$ cat config.mk
export PLATFORM = sky130hd
export DESIGN_NAME = spike_event_tx
export DESIGN_NICKNAME = d
export VERILOG_FILES = /design/src/rtl/spike_tx_pkg.sv /design/src/rtl/spike_tx_fifo.sv /design/src/rtl/spike_event_tx.sv
export SDC_FILE = /design/constraint.sdc
export NUM_CORES = 1
export LEC_CHECK = 0
export CAP_MARGIN = 20
export CORE_MARGIN = 8
export CORE_UTILIZATION = 46
export DETAILED_ROUTE_END_ITERATION = 8
export GPL_TIMING_DRIVEN = 0
export PLACE_DENSITY = 0.73
export SLEW_MARGIN = 20
export SYNTH_ARGS = -nofsm -noshare
export SYNTH_HDL_FRONTEND = slang
export SYNTH_HIERARCHICAL = 1
export SYNTH_SLANG_ARGS = --single-unit
$ cat constraint.sdc
create_clock -name i_base_clk -period 4.53 [get_ports i_base_clk]
set_input_delay 0.6795 -clock i_base_clk [delete_from_list [all_inputs] [get_ports i_base_clk]]
set_output_delay 0.6795 -clock i_base_clk [all_outputs]
set_load 0.05 [all_outputs]
$ cat src/rtl/spike_tx_pkg.sv
// Shared types and width helpers for the spike event transmitter and its FIFO.
package spike_tx_pkg;

    typedef enum logic [1:0] {
        CH_IDLE  = 2'd0,
        CH_PULSE = 2'd1,
        CH_GAP   = 2'd2
    } chan_state_e;

    // Counter must hold p_pulse_len-1 and p_gap-1.
    function automatic int cnt_width(input int pulse_len, input int gap);
        int longest;
        longest = (pulse_len > gap) ? pulse_len : gap;
        return $clog2(longest + 1);
    endfunction

    function automatic int lvl_width(input int depth);
        return $clog2(depth) + 1;
    endfunction

    // Widths for the default configuration (pulse 2, gap 4, depth 8).
    localparam int CNT_W = cnt_width(2, 4);
    localparam int LVL_W = lvl_width(8);

endpackage

$ cat src/rtl/spike_tx_fifo.sv
// Show-ahead FIFO: head entry is visible on o_rd_data whenever o_empty is low.
module spike_tx_fifo
    import spike_tx_pkg::*;
#(
    parameter int p_depth  = 8,
    parameter int p_data_w = 3
) (
    input  logic                           i_clk,
    input  logic                           i_rst_n,
    input  logic                           i_push,
    input  logic [p_data_w-1:0]            i_wr_data,
    input  logic                           i_pop,
    output logic [p_data_w-1:0]            o_rd_data,
    output logic                           o_full,
    output logic                           o_empty,
    output logic [lvl_width(p_depth)-1:0]  o_level
);
    localparam int AW = $clog2(p_depth);
    localparam int LW = lvl_width(p_depth);

    logic [p_data_w-1:0] mem_q [p_depth];
    logic [AW-1:0]       wr_ptr_q, wr_ptr_d;
    logic [AW-1:0]       rd_ptr_q, rd_ptr_d;
    logic [LW-1:0]       level_q, level_d;
    logic                do_push, do_pop;

    assign o_full    = (level_q == LW'(p_depth));
    assign o_empty   = (level_q == '0);
    assign do_push   = i_push & ~o_full;
    assign do_pop    = i_pop & ~o_empty;
    assign o_level   = level_q;
    // Asynchronous read keeps the head visible in the same cycle it is written behind.
    assign o_rd_data = mem_q[rd_ptr_q];

    always_comb begin
        wr_ptr_d = wr_ptr_q;
        rd_ptr_d = rd_ptr_q;
        level_d  = level_q;
        if (do_push) wr_ptr_d = wr_ptr_q + AW'(1);
        if (do_pop)  rd_ptr_d = rd_ptr_q + AW'(1);
        case ({do_push, do_pop})
            2'b10:   level_d = level_q + LW'(1);
            2'b01:   level_d = level_q - LW'(1);
            default: level_d = level_q;
        endcase
    end

    always_ff @(posedge i_clk) begin
        if (do_push) mem_q[wr_ptr_q] <= i_wr_data;
    end

    always_ff @(posedge i_clk or negedge i_rst_n) begin
        if (!i_rst_n) begin
            wr_ptr_q <= '0;
            rd_ptr_q <= '0;
            level_q  <= '0;
        end else begin
            wr_ptr_q <= wr_ptr_d;
            rd_ptr_q <= rd_ptr_d;
            level_q  <= level_d;
        end
    end

endmodule

$ cat src/rtl/spike_event_tx.sv
// Queues channel addresses and dispatches them in order as spaced per-channel event pulses.
// Optional pulse counter output enabled with SPIKE_EVENT_TX_STATS_EN.
module spike_event_tx
    import spike_tx_pkg::*;
#(
    parameter int p_chan       = 8,
    parameter int p_addr_w     = 3,
    parameter int p_fifo_depth = 8,
    parameter int p_pulse_len  = 2,
    parameter int p_gap        = 4
) (
    input  logic                                 i_base_clk,
    input  logic                                 i_rst_n,
    input  logic                                 i_valid,
    input  logic [p_addr_w-1:0]                  i_addr,
    output logic                                 o_ready,
    output logic [p_chan:1]                      o_event,
    output logic                                 o_busy,
    output logic [lvl_width(p_fifo_depth)-1:0]   o_level
`ifdef SPIKE_EVENT_TX_STATS_EN
    ,
    output logic [15:0]                          o_sent_cnt
`endif
);
    localparam int CW = cnt_width(p_pulse_len, p_gap);
    localparam logic [CW-1:0] PULSE_LOAD = CW'(p_pulse_len - 1);
    localparam logic [CW-1:0] GAP_LOAD   = CW'((p_gap > 0) ? p_gap - 1 : 0);

    logic                fifo_full, fifo_empty, pop;
    logic [p_addr_w-1:0] head_addr;
    logic [p_chan-1:0]   head_sel, chan_free, chan_idle, chan_start, chan_event;

    spike_tx_fifo #(
        .p_depth  (p_fifo_depth),
        .p_data_w (p_addr_w)
    ) u_fifo (
        .i_clk     (i_base_clk),
        .i_rst_n   (i_rst_n),
        .i_push    (i_valid),
        .i_wr_data (i_addr),
        .i_pop     (pop),
        .o_rd_data (head_addr),
        .o_full    (fifo_full),
        .o_empty   (fifo_empty),
        .o_level   (o_level)
    );

    // An out-of-range head selects no channel and is popped without a pulse.
    assign pop     = !fifo_empty && (!(|head_sel) || |(head_sel & chan_free));
    assign o_ready = !fifo_full;
    assign o_busy  = !fifo_empty || !(&chan_idle);
    assign o_event = chan_event;

    generate
        for (genvar gi = 0; gi < p_chan; gi++) begin : g_chan
            chan_state_e   state_q, state_d;
            logic [CW-1:0] cnt_q, cnt_d;
            logic          ev_q, ev_d;

            assign head_sel[gi]   = (head_addr == p_addr_w'(gi));
            assign chan_start[gi] = pop & head_sel[gi];
            assign chan_idle[gi]  = (state_q == CH_IDLE);
            // Free also in the last gap (or last pulse with no gap) cycle, so restarts land exactly on the spacing.
            assign chan_free[gi]  = (state_q == CH_IDLE)
                                  || (state_q == CH_GAP && cnt_q == '0)
                                  || (state_q == CH_PULSE && cnt_q == '0 && p_gap == 0);
            assign chan_event[gi] = ev_q;

            always_comb begin
                state_d = state_q;
                cnt_d   = cnt_q;
                case (state_q)
                    CH_IDLE: begin
                        if (chan_start[gi]) begin
                            state_d = CH_PULSE;
                            cnt_d   = PULSE_LOAD;
                        end
                    end
                    CH_PULSE: begin
                        if (cnt_q != '0) begin
                            cnt_d = cnt_q - CW'(1);
                        end else if (chan_start[gi]) begin
                            cnt_d = PULSE_LOAD;
                        end else if (p_gap == 0) begin
                            state_d = CH_IDLE;
                        end else begin
                            state_d = CH_GAP;
                            cnt_d   = GAP_LOAD;
                        end
                    end
                    CH_GAP: begin
                        if (cnt_q != '0) begin
                            cnt_d = cnt_q - CW'(1);
                        end else if (chan_start[gi]) begin
                            state_d = CH_PULSE;
                            cnt_d   = PULSE_LOAD;
                        end else begin
                            state_d = CH_IDLE;
                        end
                    end
                    default: begin
                        state_d = CH_IDLE;
                        cnt_d   = '0;
                    end
                endcase
                ev_d = (state_d == CH_PULSE);
            end

            always_ff @(posedge i_base_clk or negedge i_rst_n) begin
                if (!i_rst_n) begin
                    state_q <= CH_IDLE;
                    cnt_q   <= '0;
                    ev_q    <= 1'b0;
                end else begin
                    state_q <= state_d;
                    cnt_q   <= cnt_d;
                    ev_q    <= ev_d;
                end
            end
        end
    endgenerate

`ifdef SPIKE_EVENT_TX_STATS_EN
    logic [15:0] sent_cnt_q, sent_cnt_d;

    always_comb begin
        sent_cnt_d = sent_cnt_q + {15'd0, |chan_start};
    end

    always_ff @(posedge i_base_clk or negedge i_rst_n) begin
        if (!i_rst_n) sent_cnt_q <= '0;
        else          sent_cnt_q <= sent_cnt_d;
    end

    assign o_sent_cnt = sent_cnt_q;
`endif

endmodule

# Word level (Yosys, flattened, before mapping)
# Memories as Yosys holds them, arrays and structs flattened.
# Index checks and enable logic that the tools add are counted.
# op_classes
addsub	12
n_eq_ne	34
n_mux	91
bitwise_logic	13
n_reduce_logical	53
# ops
operator	n
$mux 2	40
$mux 3	24
$pmux 3 s3	8
$pmux 2 s3	8
$eq 2x1->1 const B	17
$logic_not 3->1	9
$reduce_bool 3->1	8
$sub 3x1->3 const B	8
$eq 2x2->1 const B	9
$logic_not 2->1	8
$reduce_or 8->1	2
$eq 3x3->1 const B	4
$and 1x1->1	10
$logic_or 1x1->1	10
$mux 1	10
$logic_and 1x1->1	9
$and 8x8->8	1
$pmux 4 s2	1
$reduce_and 8->1	1
$add 3x1->3 const B	2
$eq 3x2->1 const B	2
$add 4x1->4 const B	1
$eq 4x4->1 const B	1
$logic_not 1->1	4
5 further kinds	6
# totals
register_bits	58
ramBits	24
inputBits	6
word_cells	231
memories	1
# memory_table
memory	words	width	read_ports	rd_ports_with_merged_regs	wr	line	source
u_fifo.mem_q	8	3	1	0	1	spike_tx_fifo.sv:21	logic [p_data_w-1:0] mem_q [p_depth];

# Depth between registers and ports, before layout
# logic_depth
ltp_word	12
ltp_mapped	15
depth_no_buf	13

# Hierarchy
# The synthesis kept the hierarchy.
# by_module_without_submodules
mod	n_inst	cells_per_inst	area_each_um2	seq_area_each_um2
spike_event_tx	1	311	2972.9	1201.2
spike_tx_fifo	1	102	1561.5	970.9

# Worst setup path after synthesis
# Ideal clock, no wire load.
# synth_path
path_type	reg2reg
startpoint	register u_fifo.rd_ptr_q[0]
endpoint	register u_fifo.level_q[3], in the netlist u_fifo/o_level[3]
setup_ns	0.134
arrival_ns	4.167
required_ns	4.396
path_slack_ns	0.229
stages_incl_launch_ff	16
period_less_slack_ns	4.301
path_cell_list	dfrtp_1 > buf_2 > mux4_2 > mux2_2 > buf_6 > inv_1 > a2111oi_0 > nor4_2 > a21oi_1 > o41ai_2 > inv_1 > ha_1 > ha_1 > or4b_2 > o311ai_0 > o211ai_1
# synth_via
elab_chain_cells	9
elab_cells_between_ends	20
cone_classes	eq/ne: 9; mux: 1; bitwise: 2; reduce/logical: 7; memory: 1
# synth_lines
item	line	source
start, declared	spike_tx_fifo.sv:23	logic [AW-1:0] rd_ptr_q, rd_ptr_d;
start signal, assigned	spike_tx_fifo.sv:59	rd_ptr_q <= rd_ptr_d;
$mem_v2 8x3 (*)	-	
named net head_addr[2]	spike_event_tx.sv:30	logic [p_addr_w-1:0] head_addr;
$eq 3x1->1, or another cell as far along	spike_event_tx.sv:60	assign head_sel[gi] = (head_addr == p_addr_w'(gi));
$and 8x8->8 / $reduce_or 8->1 (equally long branches)	spike_event_tx.sv:49	assign pop = !fifo_empty && (!(|head_sel) || |(head_sel & chan_free));
$reduce_or 8->1 / $logic_not 1->1 (equally long branches)	spike_event_tx.sv:49	
$logic_or 1x1->1 (*)	spike_event_tx.sv:49	
$logic_and 1x1->1 (*)	spike_event_tx.sv:49	
named net pop	spike_event_tx.sv:29	logic fifo_full, fifo_empty, pop;
$and 1x1->1 (*)	spike_tx_fifo.sv:30	assign do_pop = i_pop & ~o_empty;
named net u_fifo.do_pop	spike_tx_fifo.sv:25	logic do_push, do_pop;
$eq 2x1->1 / $eq 2x2->1 (equally long branches)	spike_tx_fifo.sv:41	case ({do_push, do_pop})
$pmux 4 s2 / $reduce_bool 2->1 (equally long branches)	-	
end signal, assigned	spike_tx_fifo.sv:60	level_q <= level_d;
end, declared	spike_tx_fifo.sv:24	logic [LW-1:0] level_q, level_d;
# Mark *: on every way through the listed nets, which the timed path passes. The rest lies on a longest branch.
# A chain may end at the register's enable or synchronous reset.

# Final worst setup path
# Ends and elaborated chain as after synthesis.

==> PnR_summary.wiki <==
{| class="wikitable"
! Metric !! Value
|-
| Result of the run || finished, final reports clean
|-
| Highest attainable clock frequency || about 230 MHz
|-
| DRC viols || 0
|-
| Weighted congestion at the end of routability-driven global placement || between 0.8 and 0.9
|-
| Finished Core Util || around 54%
|-
| Via-to-Cell Ratio || between 5 and 6
|-
| Number of antenna diodes || 0
|-
| PortBufs || 19
|-
| Starting utilization of the core area || a little under half
|-
| Setup repair after global routing missed its margin || false
|-
| Final worst path period share || 95.11%
|-
| Worst Max-Slew Pin Slew || ~0.98 ns
|-
| Share of post-route cells with drive strength above 1 || between 10% and 20%
|-
| Combined area of the multi-input logic cells || roughly 0.0022 mm²
|-
| Num CTS Buffers || 9
|-
| Tightest Hold Check Type || in2async
|-
| Detailed-router iteration count before antenna repair || 4
|-
| Number of synthesized flops with an enable pin || 24
|-
| Overall global routing resource usage || between 10 and 15%
|-
| Max Root-Sink Buffers || 2
|-
| Number of antenna violations at the first check in global routing || 0
|-
| Max-cap violation count || 0
|-
| Element type at the critical path end || register
|-
| Net Count, Synth || between 400 and 500
|-
| Normalized max-slew margin || 34.09%
|-
| Worst-skew pair later-pin latency || between 0.3 and 0.4 ns
|-
| Post-synth top flop || dfrtp_1
|-
| Routed wire per std cell || approximately 16 µm
|-
| Share of the synthesized area in the top cell type || between 30% and 40%
|-
| Critical path launch point type || register
|-
| Number of levels in the clock H-tree || 3
|-
| Data required time of the critical path || 4.76 ns
|-
| Antenna-violating nets left || 0
|-
| Combined area of all synthesized cells || between 0.004 and 0.005 mm²
|-
| Final layout net count || between 400 and 500
|-
| Post-synth top cells || 58 x dfrtp_1, 33 x nor2_1, 29 x inv_1, 25 x nand2_1, 24 x edfxtp_1
|-
| Clock root buffer || clkbuf_8
|-
| Aggregate global routing overflow || 0
|-
| Number of distinct standard cells referenced by the synthesized netlist || 67
|-
| Vias after detailed routing || between 3,000 and 4,000
|-
| Final sum of negative setup slack || 0 ns
|-
| Pin count of the biggest net entering global routing || 35
|-
| Synth area leaders || dfrtp_1 32%, edfxtp_1 16%, ha_1 5.8%, mux4_2 3.0%, nand2b_1 2.9%
|-
| Library cell with the largest summed area after synthesis || dfrtp_1
|-
| Syn Area/Cell || ~11 µm²
|-
| Final clock skew || 0.01067 ns
|-
| HPWL after detailed placement || ~6.5 mm
|-
| Most frequent cell after synthesis || dfrtp_1
|-
| DRC violation total after the first TritonRoute iteration || 206
|-
| Critical path peak fanout || 9
|-
| Layout area overhead || 15.31%
|-
| Horizontal extent of the die || roughly 120 µm
|-
| Die ar. || between 0.01 and 0.015 mm²
|-
| Die Y || ~120 µm
|-
| Ports placed on the boundary || 20
|-
| Synth Instances || 413
|-
| Register clock-pin slew on the reported worst setup and hold paths || approximately 0.080 ns
|-
| Synthesis warning total || 6
|-
| Placeable Area || between 0.009 and 0.01 mm²
|-
| Final wirelength || about 9.2 mm
|-
| Minimum clock period after layout || ~4.3 ns
|-
| Clock tree from TritonCTS || yes
|-
| Number of sinks driven by the clock tree || 82
|-
| Final-layout fill cell count || a little under 900
|-
| Number of buffers added to fix hold violations after cts || 0
|-
| Setup-violating endpoint count in the final report || 0
|-
| Number of endpoints with negative hold slack in the final report || 0
|-
| Register cell area after layout || around 0.0022 mm²
|-
| Global-route wire length before repair || 15.50 mm
|-
| FF+latch count, synth || between 80 and 90
|-
| Worst Hold Slack || between 0.2 and 0.25 ns
|-
| Sequential-to-total area share from yosys stat || approximately 48%
|-
| Slew Viols, Final || 0
|-
| Number of global-route vias before repair || around 3,300
|-
| Fraction of synthesis flops using an asynchronous set or reset pin || roughly 70%
|-
| Worst Setup Path Type || reg2reg
|-
| CP Data Arrival Time || approximately 4.5 ns
|-
| Site row count || 36
|}
metal layers:
metal  wire [µm]  global-route usage (%)  vias to the layer above
li1            -                       -                     1580
met1        3844                   17.04                     1604
met2        4829                   26.19                       75
met3         376                   3.204                       13
met4         109                   3.940                        0
met5           0                       0                        -
cell type report:
class | count | area share [%]
Multi-Input combinational cell | 279 | 41.64
Sequential cell | 82 | 41.54
Timing Repair Buffer | 26 | 4.834
Tap cell | 133 | 3.183
Clock buffer | 13 | 2.848
Buffer | 23 | 2.560
Inverter | 29 | 2.154
Clock inverter | 3 | 1.244
worst max-delay path, cell delays in order (launching register included):
cell and delay (ns):
dfrtp_1 0.36, buf_4 0.20, mux4_2 0.54, mux2_2 0.35
or2_1 0.30, a2111oi_4 0.41, nor4_4 0.11, a21oi_2 0.22
o41ai_2 0.14, inv_1 0.17, ha_4 0.21, ha_1 0.29
or4b_2 0.67, o311ai_0 0.12, o211ai_1 0.12
sequential cells by signal (all words and copies together), names as in the netlist:
signal	flops
u_fifo/o_level	4
g_chan.state_q	16
u_fifo/wr_ptr_q	3
u_fifo/mem_q	24
g_chan.ev_q	8
g_chan.cnt_q	24
u_fifo/rd_ptr_q	3
through the flow:
step                      area (µm²)  setup slack, ns  instances
after floorplan                 4534           0.2291        413
final                           5229           0.2216        588
after global routing            5229          0.02621        588
after detailed placement        4915          -0.3831        566
after CTS                       5170         0.003845        583
after global placement          4891          -0.3292        565
repair_timing:
item / 4_1_cts / 5_1_grt
endpoints found under the setup margin: 1 / 1
buffers inserted: 1 / 5
gates resized for setup: 6 / 5
endpoints found under the hold margin: 0 / 0
pin swaps: 1 / 3
cloned: 0 / 0
layout by cell type (no fill, tap or decap), types with 17 or more instances in the layout:
cell             netlist  final
nand2_1               25     25
ha_1                  21     20
nand2b_1              21     21
buf_4                  9     17
inv_1                 29     28
a21oi_1               22     21
nor2_1                33     33
dfrtp_1               58     58
edfxtp_1              24     24
clkdlybuf4s50_1        0     18
cells by family after synthesis:
| logic type | Yosys count | share of synthesized area (%) |
|---|---|---|
| XOR/XNOR | 9 | 1.739 |
| adder cells (fa/ha/maj) | 22 | 6.236 |
| AO/OA/AOI/OAI | 97 | 16.58 |
| multiplexers | 25 | 7.340 |
| flip-flops | 82 | 47.90 |
| buffers and inverters | 52 | 5.298 |
| AND/OR/NAND/NOR | 126 | 14.90 |
final timing paths:
kind                               startpoint                 end  slack (ns)  depth (start not counted)
setup / recovery           u_fifo/rd_ptr_q[0]   u_fifo/o_level[3]        0.22                         14
hold / removal                        i_rst_n  g_chan[1].cnt_q[1]        0.24                          1
setup reg to reg           u_fifo/rd_ptr_q[0]   u_fifo/o_level[3]        0.22                         14
hold reg to reg            g_chan[6].cnt_q[0]  g_chan[6].cnt_q[0]        0.51                          1
max in group asynchronous             i_rst_n  g_chan[0].cnt_q[0]        3.79                          2
min in group i_base_clk    g_chan[6].cnt_q[0]  g_chan[6].cnt_q[0]        0.51                          1
Power is left out: the tool's default activity adds up to more than one toggle a clock period on the data nets, which glitch-free logic cannot reach.
